===== config.mk =====
export PLATFORM = sky130hd
export DESIGN_NAME = spaceship2_sprite_fetch
export DESIGN_NICKNAME = d
export VERILOG_FILES = /design/src/rtl/sprite_pkg.sv /design/src/rtl/flash_ctrl.sv /design/src/rtl/spaceship2_sprite_fetch.sv
export SDC_FILE = /design/constraint.sdc
export NUM_CORES = 1
export LEC_CHECK = 0
export BUFFER_PORTS_ARGS = -buffer_cell sky130_fd_sc_hd__clkbuf_2
export CAP_MARGIN = 20
export CORE_MARGIN = 5
export CORE_UTILIZATION = 50
export CTS_CLUSTER_SIZE = 25
export DETAILED_ROUTE_END_ITERATION = 8
export HOLD_SLACK_MARGIN = 0.06
export PLACE_DENSITY_LB_ADDON = 0.3
export SETUP_SLACK_MARGIN = 0.3
export SYNTH_ARGS = -nofsm -noshare
export SYNTH_HDL_FRONTEND = slang
export SYNTH_SLANG_ARGS = --single-unit
export TNS_END_PERCENT = 5

===== constraint.sdc =====
create_clock -name Clk -period 2.5 [get_ports Clk]
set_input_delay 0.375 -clock Clk [delete_from_list [all_inputs] [get_ports Clk]]
set_output_delay 0.375 -clock Clk [all_outputs]
set_load 0.1 [all_outputs]

===== src/rtl/sprite_pkg.sv =====
// Shared types and constants for the spaceship-2 sprite path.
package sprite_pkg;

  // Screen coordinates and scan positions.
  typedef logic [9:0] coord_t;

  // Palette index delivered to the spaceship-2 palette.
  typedef logic [3:0] pidx_t;

  // Chroma-green entry of the palette; never drawn.
  localparam pidx_t TRANSPARENT_IDX = 4'd0;

  // Damage-flash blink state.
  typedef enum logic {
    IDLE  = 1'b0,
    FLASH = 1'b1
  } flash_state_t;

endpackage


===== src/rtl/flash_ctrl.sv =====
// Damage-flash blink controller: counts frames after a hit and produces
// the blink mask that hides the ship on alternating windows.
module flash_ctrl #(
  parameter int FLASH_FRAMES = 30,
  parameter int FLASH_PERIOD = 4
) (
  input  logic clk,
  input  logic reset,
  input  logic frame_start,
  input  logic hit,
  output logic flashing,
  output logic blank_now
);
  import sprite_pkg::*;

  localparam int CW = $clog2(FLASH_FRAMES + 1);
  localparam int PB = $clog2(FLASH_PERIOD);
  localparam logic [CW-1:0] LOAD = CW'(FLASH_FRAMES);

  flash_state_t state;
  logic [CW-1:0] cnt;

  // Hit (re)loads the frame count and wins over a same-cycle frame_start; the last frame returns to idle.
  always_ff @(posedge clk) begin
    if (reset) begin
      state    <= IDLE;
      cnt      <= '0;
      flashing <= 1'b0;
    end else if (hit) begin
      state    <= FLASH;
      cnt      <= LOAD;
      flashing <= 1'b1;
    end else if (state == FLASH && frame_start) begin
      if (cnt == CW'(1)) begin
        state    <= IDLE;
        cnt      <= '0;
        flashing <= 1'b0;
      end else begin
        cnt <= cnt - CW'(1);
      end
    end
  end

  assign blank_now = (state == FLASH) && cnt[PB];

endmodule


===== src/rtl/spaceship2_sprite_fetch.sv =====
// Spaceship-2 sprite fetch: box test and ROM addressing from the scan
// position, a two-edge pipeline to the palette, the per-frame position
// latch and the damage-flash blink.
module spaceship2_sprite_fetch #(
  parameter int SPR_W = 32,
  parameter int SPR_H = 32,
  parameter int ADDR_W = 10,
  parameter logic [3:0] TRANSPARENT_IDX = sprite_pkg::TRANSPARENT_IDX,
  parameter int FLASH_FRAMES = 30,
  parameter int FLASH_PERIOD = 4
) (
  input  logic              Clk,
  input  logic              Reset,
  input  logic              frame_start,
  input  logic [9:0]        ShipX,
  input  logic [9:0]        ShipY,
  input  logic [9:0]        DrawX,
  input  logic [9:0]        DrawY,
  input  logic              hit,
  output logic [ADDR_W-1:0] rom_addr,
  input  logic [3:0]        rom_q,
  output logic [3:0]        palette_index,
  output logic              sprite_on,
  output logic              flashing
);
  import sprite_pkg::*;

  localparam int XB = $clog2(SPR_W);
  localparam int YB = $clog2(SPR_H);

  coord_t pos_x;
  coord_t pos_y;
  logic in_box;
  logic in_box_d1;
  logic blank_now;
  logic [XB-1:0] col;
  logic [YB-1:0] row;

  // Ship position is sampled once per frame so mid-frame moves cannot tear the sprite.
  always_ff @(posedge Clk) begin
    if (Reset) begin
      pos_x <= '0;
      pos_y <= '0;
    end else if (frame_start) begin
      pos_x <= ShipX;
      pos_y <= ShipY;
    end
  end

  // Bounds are compared at 11 bits so a sprite near the right/bottom edge does not wrap.
  assign in_box = ({1'b0, DrawX} >= {1'b0, pos_x}) &&
                  ({1'b0, DrawX} <  ({1'b0, pos_x} + 11'(SPR_W))) &&
                  ({1'b0, DrawY} >= {1'b0, pos_y}) &&
                  ({1'b0, DrawY} <  ({1'b0, pos_y} + 11'(SPR_H)));

  assign col = XB'(DrawX - pos_x);
  assign row = YB'(DrawY - pos_y);

  // Stage 1: row-major ROM address and the box flag travelling with it.
  always_ff @(posedge Clk) begin
    if (Reset) begin
      rom_addr  <= '0;
      in_box_d1 <= 1'b0;
    end else begin
      rom_addr  <= ADDR_W'({row, col});
      in_box_d1 <= in_box;
    end
  end

  // Stage 2: pixel colour from the ROM; blink only hides the pixel, the index is untouched.
  always_ff @(posedge Clk) begin
    if (Reset) begin
      palette_index <= TRANSPARENT_IDX;
      sprite_on     <= 1'b0;
    end else begin
      palette_index <= in_box_d1 ? rom_q : TRANSPARENT_IDX;
      sprite_on     <= in_box_d1 && (rom_q != TRANSPARENT_IDX) && !blank_now;
    end
  end

  flash_ctrl #(
    .FLASH_FRAMES(FLASH_FRAMES),
    .FLASH_PERIOD(FLASH_PERIOD)
  ) u_flash (
    .clk        (Clk),
    .reset      (Reset),
    .frame_start(frame_start),
    .hit        (hit),
    .flashing   (flashing),
    .blank_now  (blank_now)
  );

endmodule

==> results of run 1 <==
-- cell families after synthesis --
| logic type | after synthesis | synth area share (%) |
|---|---|---|
| xor+xnor | 7 | 2.514 |
| mux | 21 | 8.620 |
| compound gates | 46 | 12.26 |
| fa+ha+maj | 36 | 19.09 |
| buf+inv | 36 | 5.798 |
| simple gates | 81 | 17.24 |
| flops | 42 | 34.48 |
-- stage by stage --
stage               util, %  hold slack (ns)  power [W]  instances
floorplan                 -           0.4543   0.001111        269
global placement      59.71           0.4736   0.001219        394
detailed placement    59.71           0.4819   0.001227        394
CTS                   61.67           0.2791   0.001685        402
global route          61.77           0.2784   0.001770        402
finish                61.77           0.2878   0.001661        402
-- final cells by class --
cell class	instances	area [um2]
tap	67	83.83
fill	425	1805
multi-input combinational	191	1461
clock buffer	5	68.82
inverter	29	108.9
clock inverter	3	23.77
timing repair buffer	65	330.3
sequential	42	840.8
-- cell usage in the layout, fill, tap and decap left out, types with 2 or more instances in the layout --
master | netlist | routed
clkbuf_2 | 0 | 63
dfxtp_1 | 42 | 42
nor2_1 | 35 | 35
ha_1 | 34 | 34
inv_1 | 29 | 29
mux2i_1 | 21 | 21
a21oi_1 | 17 | 17
nand3_1 | 9 | 9
xnor2_1 | 7 | 7
nor3_1 | 8 | 7
o21ai_0 | 7 | 7
nor2b_1 | 5 | 5
nand2_1 | 5 | 5
clkbuf_8 | 0 | 5
a21o_1 | 4 | 4
and2_1 | 4 | 4
a211oi_1 | 3 | 3
a31oi_1 | 3 | 3
nand4_1 | 3 | 3
nor3_2 | 1 | 2
o21bai_1 | 2 | 2
nor4_1 | 2 | 2
a311oi_1 | 2 | 2
fa_1 | 2 | 2
clkinvlp_4 | 0 | 2
buf_4 | 1 | 2
-- flip-flops by register name, summed over array words and instances, names as in the netlist --
name	cells
pos_y	10
pos_x	10
rom_addr	10
u_flash.cnt	5
in_box_d1	1
sprite_on	1
palette_index	4
u_flash.flashing	1
-- routing by layer --
layer | up-vias | track usage (%) | share of wire (%)
met5 | - | 0 | 0
li1 | 1072 | - | -
met4 | 0 | 5.912 | 1.4
met2 | 47 | 28.88 | 47
met3 | 6 | 3.837 | 4.9
met1 | 908 | 21.06 | 46
-- path summary, 6_finish.rpt --
kind                            slack (ns)                           to                   from  cells after the start
worst max-delay path                  0.50         in_box_d1$_SDFF_PP0_  pos_x[5]$_SDFFE_PP0P_                      9
worst min register to register        0.50        pos_x[4]$_SDFFE_PP0P_  pos_x[4]$_SDFFE_PP0P_                      2
worst min-delay path                  0.29  palette_index[0]$_SDFF_PP0_               rom_q[0]                      2
worst max register to register        0.50         in_box_d1$_SDFF_PP0_  pos_x[5]$_SDFFE_PP0P_                      9
-- where the power goes --
group | switching [W] | internal [W]
Clock | 0.000250 | 0.000200
Combinational | 0.000307 | 0.000161
Sequential | 0.0000294 | 0.000713
==> run summary, run 1 <==
status - completed
final slew viol count - 0
post-synthesis async set-or-reset flop share - 0%
Clock transition at path regs - 0.09 ns
total number of vias - 2033
fmax - 500.2 MHz
Slew Limit Headroom - 63.47%
synth unique cells - 42
Area contributors post-synth - dfxtp_1 (34%), ha_1 (17%), mux2i_1 (8.6%)
top-area cell type share of the netlist area - 34.48%
power density over the cells - 569.2 mW/mm2
CTS H-Tree Depth - 2
worst-margin pin slew - 0.5504 ns
cell taking the most area after synthesis - dfxtp_1
total grt overflow - 0
CTS tree - done
VDD IR max - 0.2574 mV
Post-synth EDFFs - 0
Hold Path Class - in2reg
pin count of the biggest net entering global routing - 23
CP arrival - 2.25 ns
Post-Place Cell Area - 0.002820 mm2
Skew-Pair Late Insertion Delay - 0.30 ns
crit path buf inv count - 1
Final Cell Area - 0.002918 mm2
Net Count, Synth - 353
die area - 0.006374 mm2
Root Driver - clkbuf_8
I/O Buffers - 63
Startpoint Class - flop
wire per inst - 12.82 um
vias in the first global route - 2002
crit-path max FO - 4
leakage - 1.371 nW
Place WS - 0.3665 ns
Post-CTS Setup Bufs - 0
Worst Setup End Kind - flop
RSZ-0062 raised after global routing - no
number of I/O pins - 64
vias per inst - 5.057
Post-Syn Area per Cell - 9.065 um2
NumNets Final - 418
Max-Cap Viols - 0
fin crit period - 1.999 ns
post-route setup slack - 0.5009 ns
Starting Density - 51.63%
RD Place Congestion - 0.8659
CP peak stage delay - 0.39 ns
first-pass GRT wire length - 8.666 mm
register area share after synthesis - 34.48%
Primary FF master, synth - dfxtp_1
CP cell instances - inv_1 > nor3_2 > xnor2_1 > ha_1 > a21o_1 > a21oi_1 > a31oi_1 > nor3_1 > o2111a_1
clock skew - 0.009776 ns
Die Y - 79.84 um
WP data required - 2.75 ns
setup TNS - 0 ns
final period utilization - 79.96%
Final Hold Viols - 0
DR iter-0 viols - 51
drt pass-1 iters - 4
cell family with most CP delay - compound AO/OA/AOI/OAI gates
CTS Sinks - 42
share of cells above drive strength 1 - 23.88%
Post-DP HPWL - 4.142 mm
#FFs+latches synth - 42
Setup Viol. Count Final - 0
initial antenna violation count - 0
Site Rows - 25
Post-route DRC - 0
Ys Warns - 0
Core ar. - 0.004723 mm2
final WL - 5.154 mm
count leader, synth - dfxtp_1
CP max-delay cell - dfxtp_1
Cell Area, Synth - 0.002439 mm2
clock tree buffer depth - 2
CTS Hold Bufs - 0
post_cts resized - 0
Gate Count Post-Synth - 269
Layout area overhead - 19.65%
ANT nets after route - 0
GRT Total Usage - 17.01%
Die X - 79.84 um
top post-synthesis cells by count - dfxtp_1 (42), nor2_1 (35), ha_1 (34), inv_1 (29), mux2i_1 (21)
ANT cells - 0
Worst Setup Path Type - reg2reg
CTS Buf Count - 5
No activity file was read; power rests on OpenSTA's default activity.
==> inputs of run 2 (changes only) <==
--- a/config.mk
+++ b/config.mk
@@ -5,10 +5,11 @@
 export SDC_FILE = /design/constraint.sdc
 export NUM_CORES = 1
 export LEC_CHECK = 0
+export ABC_AREA = 1
 export BUFFER_PORTS_ARGS = -buffer_cell sky130_fd_sc_hd__clkbuf_2
 export CAP_MARGIN = 20
 export CORE_MARGIN = 5
-export CORE_UTILIZATION = 50
+export CORE_UTILIZATION = 48
 export CTS_CLUSTER_SIZE = 25
 export DETAILED_ROUTE_END_ITERATION = 8
 export HOLD_SLACK_MARGIN = 0.06
==> constraint.sdc (replaced) <==
create_clock -name Clk -period 1.6 [get_ports Clk]
set_input_delay 0.24 -clock Clk [delete_from_list [all_inputs] [get_ports Clk]]
set_output_delay 0.24 -clock Clk [all_outputs]
set_load 0.1 [all_outputs]
==> run 2 against run 1 <==
Cell area up 10%. Wire length is 10% higher. Global-route usage increased by 0.12 points. Critical path type unchanged. Flip-flop and latch count unchanged. Setup slack worse by 0.45 ns. Clock skew decreased by 0.0042 ns. Non-clock buffer count grew 8. Clock power increased by 83%. Clock-buffer cell count unchanged. Register-to-register slack worse by 0.45 ns. Synthesized area grew 0.92%. Power grew 77%.
==> run summary, run 2 <==
WP data required - 1.83 ns (was 2.75 ns)
count leader, synth - nand2_1 (was dfxtp_1)
crit-path max FO - 3 (was 4)
cell taking the most area after synthesis - dfxtp_1 (unchanged)
Skew-Pair Late Insertion Delay - 0.29 ns (was 0.30 ns)
first-pass GRT wire length - 8.887 mm (was 8.666 mm)
CP max-delay cell - dfxtp_4 (was dfxtp_1)
total grt overflow - 0 (unchanged)
fin crit period - 1.554 ns (was 1.999 ns)
leakage - 1.524 nW (was 1.371 nW)
CTS Sinks - 42 (unchanged)
Site Rows - 26 (was 25)
Post-route DRC - 0 (unchanged)
cell family with most CP delay - simple AND/OR/NAND/NOR gates (was compound AO/OA/AOI/OAI gates)
Final Cell Area - 0.003222 mm2 (was 0.002918 mm2)
wire per inst - 12.21 um (was 12.82 um)
clock tree buffer depth - 2 (unchanged)
drt pass-1 iters - 4 (unchanged)
Hold Path Class - in2reg (unchanged)
power density over the cells - 914.2 mW/mm2 (was 569.2 mW/mm2)
die area - 0.006659 mm2 (was 0.006374 mm2)
vias per inst - 4.867 (was 5.057)
final period utilization - 97.12% (was 79.96%)
Root Driver - clkbuf_8 (unchanged)
top-area cell type share of the netlist area - 34.16% (was 34.48%)
Setup Viol. Count Final - 0 (unchanged)
Max-Cap Viols - 0 (unchanged)
Area contributors post-synth - dfxtp_1 (34%), ha_1 (17%), nand2_1 (7.8%) (was dfxtp_1 (34%), ha_1 (17%), mux2i_1 (8.6%))
Gate Count Post-Synth - 322 (was 269)
top post-synthesis cells by count - nand2_1 (51), dfxtp_1 (42), inv_1 (40), nor2_1 (39), a21oi_1 (35) (was dfxtp_1 (42), nor2_1 (35), ha_1 (34), inv_1 (29), mux2i_1 (21))
CP dominant cell by count - nor2_1
CP peak stage delay - 0.37 ns (was 0.39 ns)
register area share after synthesis - 34.16% (was 34.48%)
Worst R2R Start - pos_x[5]$_SDFFE_PP0P_ (unchanged)
Primary FF master, synth - dfxtp_1 (unchanged)
Final Util - 63.90% (was 61.77%)
number of I/O pins - 64 (unchanged)
setup TNS - 0 ns (unchanged)
Net Count, Synth - 406 (was 353)
Core ar. - 0.005042 mm2 (was 0.004723 mm2)
status - completed (unchanged)
Final Hold Viols - 0 (unchanged)
Startpoint Class - flop (unchanged)
Post-Place Cell Area - 0.002872 mm2 (was 0.002820 mm2)
Die X - 81.61 um (was 79.84 um)
CP cell instances - buf_6 > nand3_4 > xor2_1 > ha_1 > a21oi_2 > nor2_1 > nor2_1 > nand3_1 > nor2_1 (was inv_1 > nor3_2 > xnor2_1 > ha_1 > a21o_1 > a21oi_1 > a31oi_1 > nor3_1 > o2111a_1)
vias in the first global route - 2131 (was 2002)
total number of vias - 2268 (was 2033)
Slew Limit Headroom - 67.70% (was 63.47%)
CTS Buf Count - 5 (unchanged)
CP arrival - 1.78 ns (was 2.25 ns)
hold_sp - hit (was rom_q[0])
synth unique cells - 32 (was 42)
RSZ-0062 raised after global routing - yes (was no)
CTS H-Tree Depth - 2 (unchanged)
commonest non-fill, non-tap cell in the layout - nand2_1 (was clkbuf_2)
#FFs+latches synth - 42 (unchanged)
final WL - 5.691 mm (was 5.154 mm)
most frequent cells in the layout - nand2_1 (48), clkbuf_2 (47), inv_1 (38) (was clkbuf_2 (63), dfxtp_1 (42), nor2_1 (35))
Post-Syn Area per Cell - 7.643 um2 (was 9.065 um2)
ANT cells - 0 (unchanged)
Ys Warns - 0 (unchanged)
clock skew - 0.005539 ns (was 0.009776 ns)
pin count of the biggest net entering global routing - 20 (was 23)
Starting Density - 48.81% (was 51.63%)
post-route setup slack - 0.04603 ns (was 0.5009 ns)
Worst Setup Path Type - reg2reg (unchanged)
DR iter-0 viols - 70 (was 51)
Clock transition at path regs - 0.08 ns (was 0.09 ns)
worst-margin pin slew - 0.4878 ns (was 0.5504 ns)
RD Place Congestion - 0.8782 (was 0.8659)
worst setup path start - pos_x[5]$_SDFFE_PP0P_ (unchanged)
ANT nets after route - 0 (unchanged)
share of cells above drive strength 1 - 32.07% (was 23.88%)
GRT Total Usage - 17.13% (was 17.01%)
Layout area overhead - 30.91% (was 19.65%)
post-synthesis async set-or-reset flop share - 0% (unchanged)
fmax - 643.5 MHz (was 500.2 MHz)
I/O Buffers - 63 (unchanged)
VDD IR max - 0.3841 mV (was 0.2574 mV)
Post-synth EDFFs - 0 (unchanged)
biggest regs - pos_x: 10 flops, pos_y: 10 flops, rom_addr: 10 flops (unchanged)
Post-DP HPWL - 4.360 mm (was 4.142 mm)
Place WS - 0.005216 ns (was 0.3665 ns)
Die Y - 81.61 um (was 79.84 um)
CTS tree - done (unchanged)
Worst Setup End Kind - flop (unchanged)
initial antenna violation count - 0 (unchanged)
Cell Area, Synth - 0.002461 mm2 (was 0.002439 mm2)
final slew viol count - 0 (unchanged)
crit path buf inv count - 1 (unchanged)
NumNets Final - 479 (was 418)
run 2: cell count changes after synthesis, sizes merged, moves of 7 or more:
cell	delta
o21ai	+18
inv	+14
nor3	-7
nand2	+46
mux2i	-21
a21oi	+18
run 2: timing repair:
action | CTS | global route
hold endpoints to repair | 0 | 0
setup endpoints to repair | 16 | 23
gates cloned | 0 | 0
hold buffers | 0 | 0
resized for setup | 15 | 52
buffers inserted | 3 | 2
pin swaps | 6 | 22
run 2: where the power goes:
part	leakage, nW	switching (W)	internal (W)
Sequential	0.352	0.0000480	0.00113
Combinational	1.11	0.000615	0.000334
Clock	0.0579	0.000364	0.000459
Total	1.52	0.00103	0.00192
run 2: final timing paths:
| check | depth (start not counted) | slack [ns] | endpoint |
|---|---|---|---|
| setup / recovery | 9 | 0.05 | in_box_d1$_SDFF_PP0_ |
| hold / removal | 2 | 0.14 | u_flash.cnt[0]$_SDFFE_PP0P_ |
| setup reg to reg | 9 | 0.05 | in_box_d1$_SDFF_PP0_ |
| hold reg to reg | 2 | 0.47 | pos_y[3]$_SDFFE_PP0P_ |
run 2: logic make-up after synthesis:
logic type	synth area share, %
adder cells (fa/ha/maj)	18.91
XOR/XNOR	3.914
AND/OR/NAND/NOR	19.01
flip-flops	34.16
AO/OA/AOI/OAI	16.01
buffers and inverters	7.981
run 2: cell type report:
type                       instances  area [um2]
tap                               70       87.58
timing repair buffer              73       405.4
clock inverter                     3       40.04
inverter                          44       165.2
sequential                        42       860.8
multi-input combinational        229        1594
clock buffer                       5       68.82
fill                             433        1821
run 2: per-stage QoR:
| step | std cells | power (W) | hold WS [ns] |
|---|---|---|---|
| 2_1_floorplan | 322 | 0.001829 | 0.3110 |
| 6_report | 466 | 0.002945 | 0.1375 |
| 3_3_place_gp | 453 | 0.002017 | 0.4482 |
| 3_5_place_dp | 453 | 0.002034 | 0.4487 |
| 5_1_grt | 466 | 0.003111 | 0.1347 |
| 4_1_cts | 464 | 0.002885 | 0.1297 |
run 2: layer usage:
metal	share of wire (%)	routed length, um	GRT usage (%)
met2	50	2824	29.80
met4	0.72	41	5.648
met1	45	2554	20.63
met3	4.7	270	4.167
met5	0	0	0
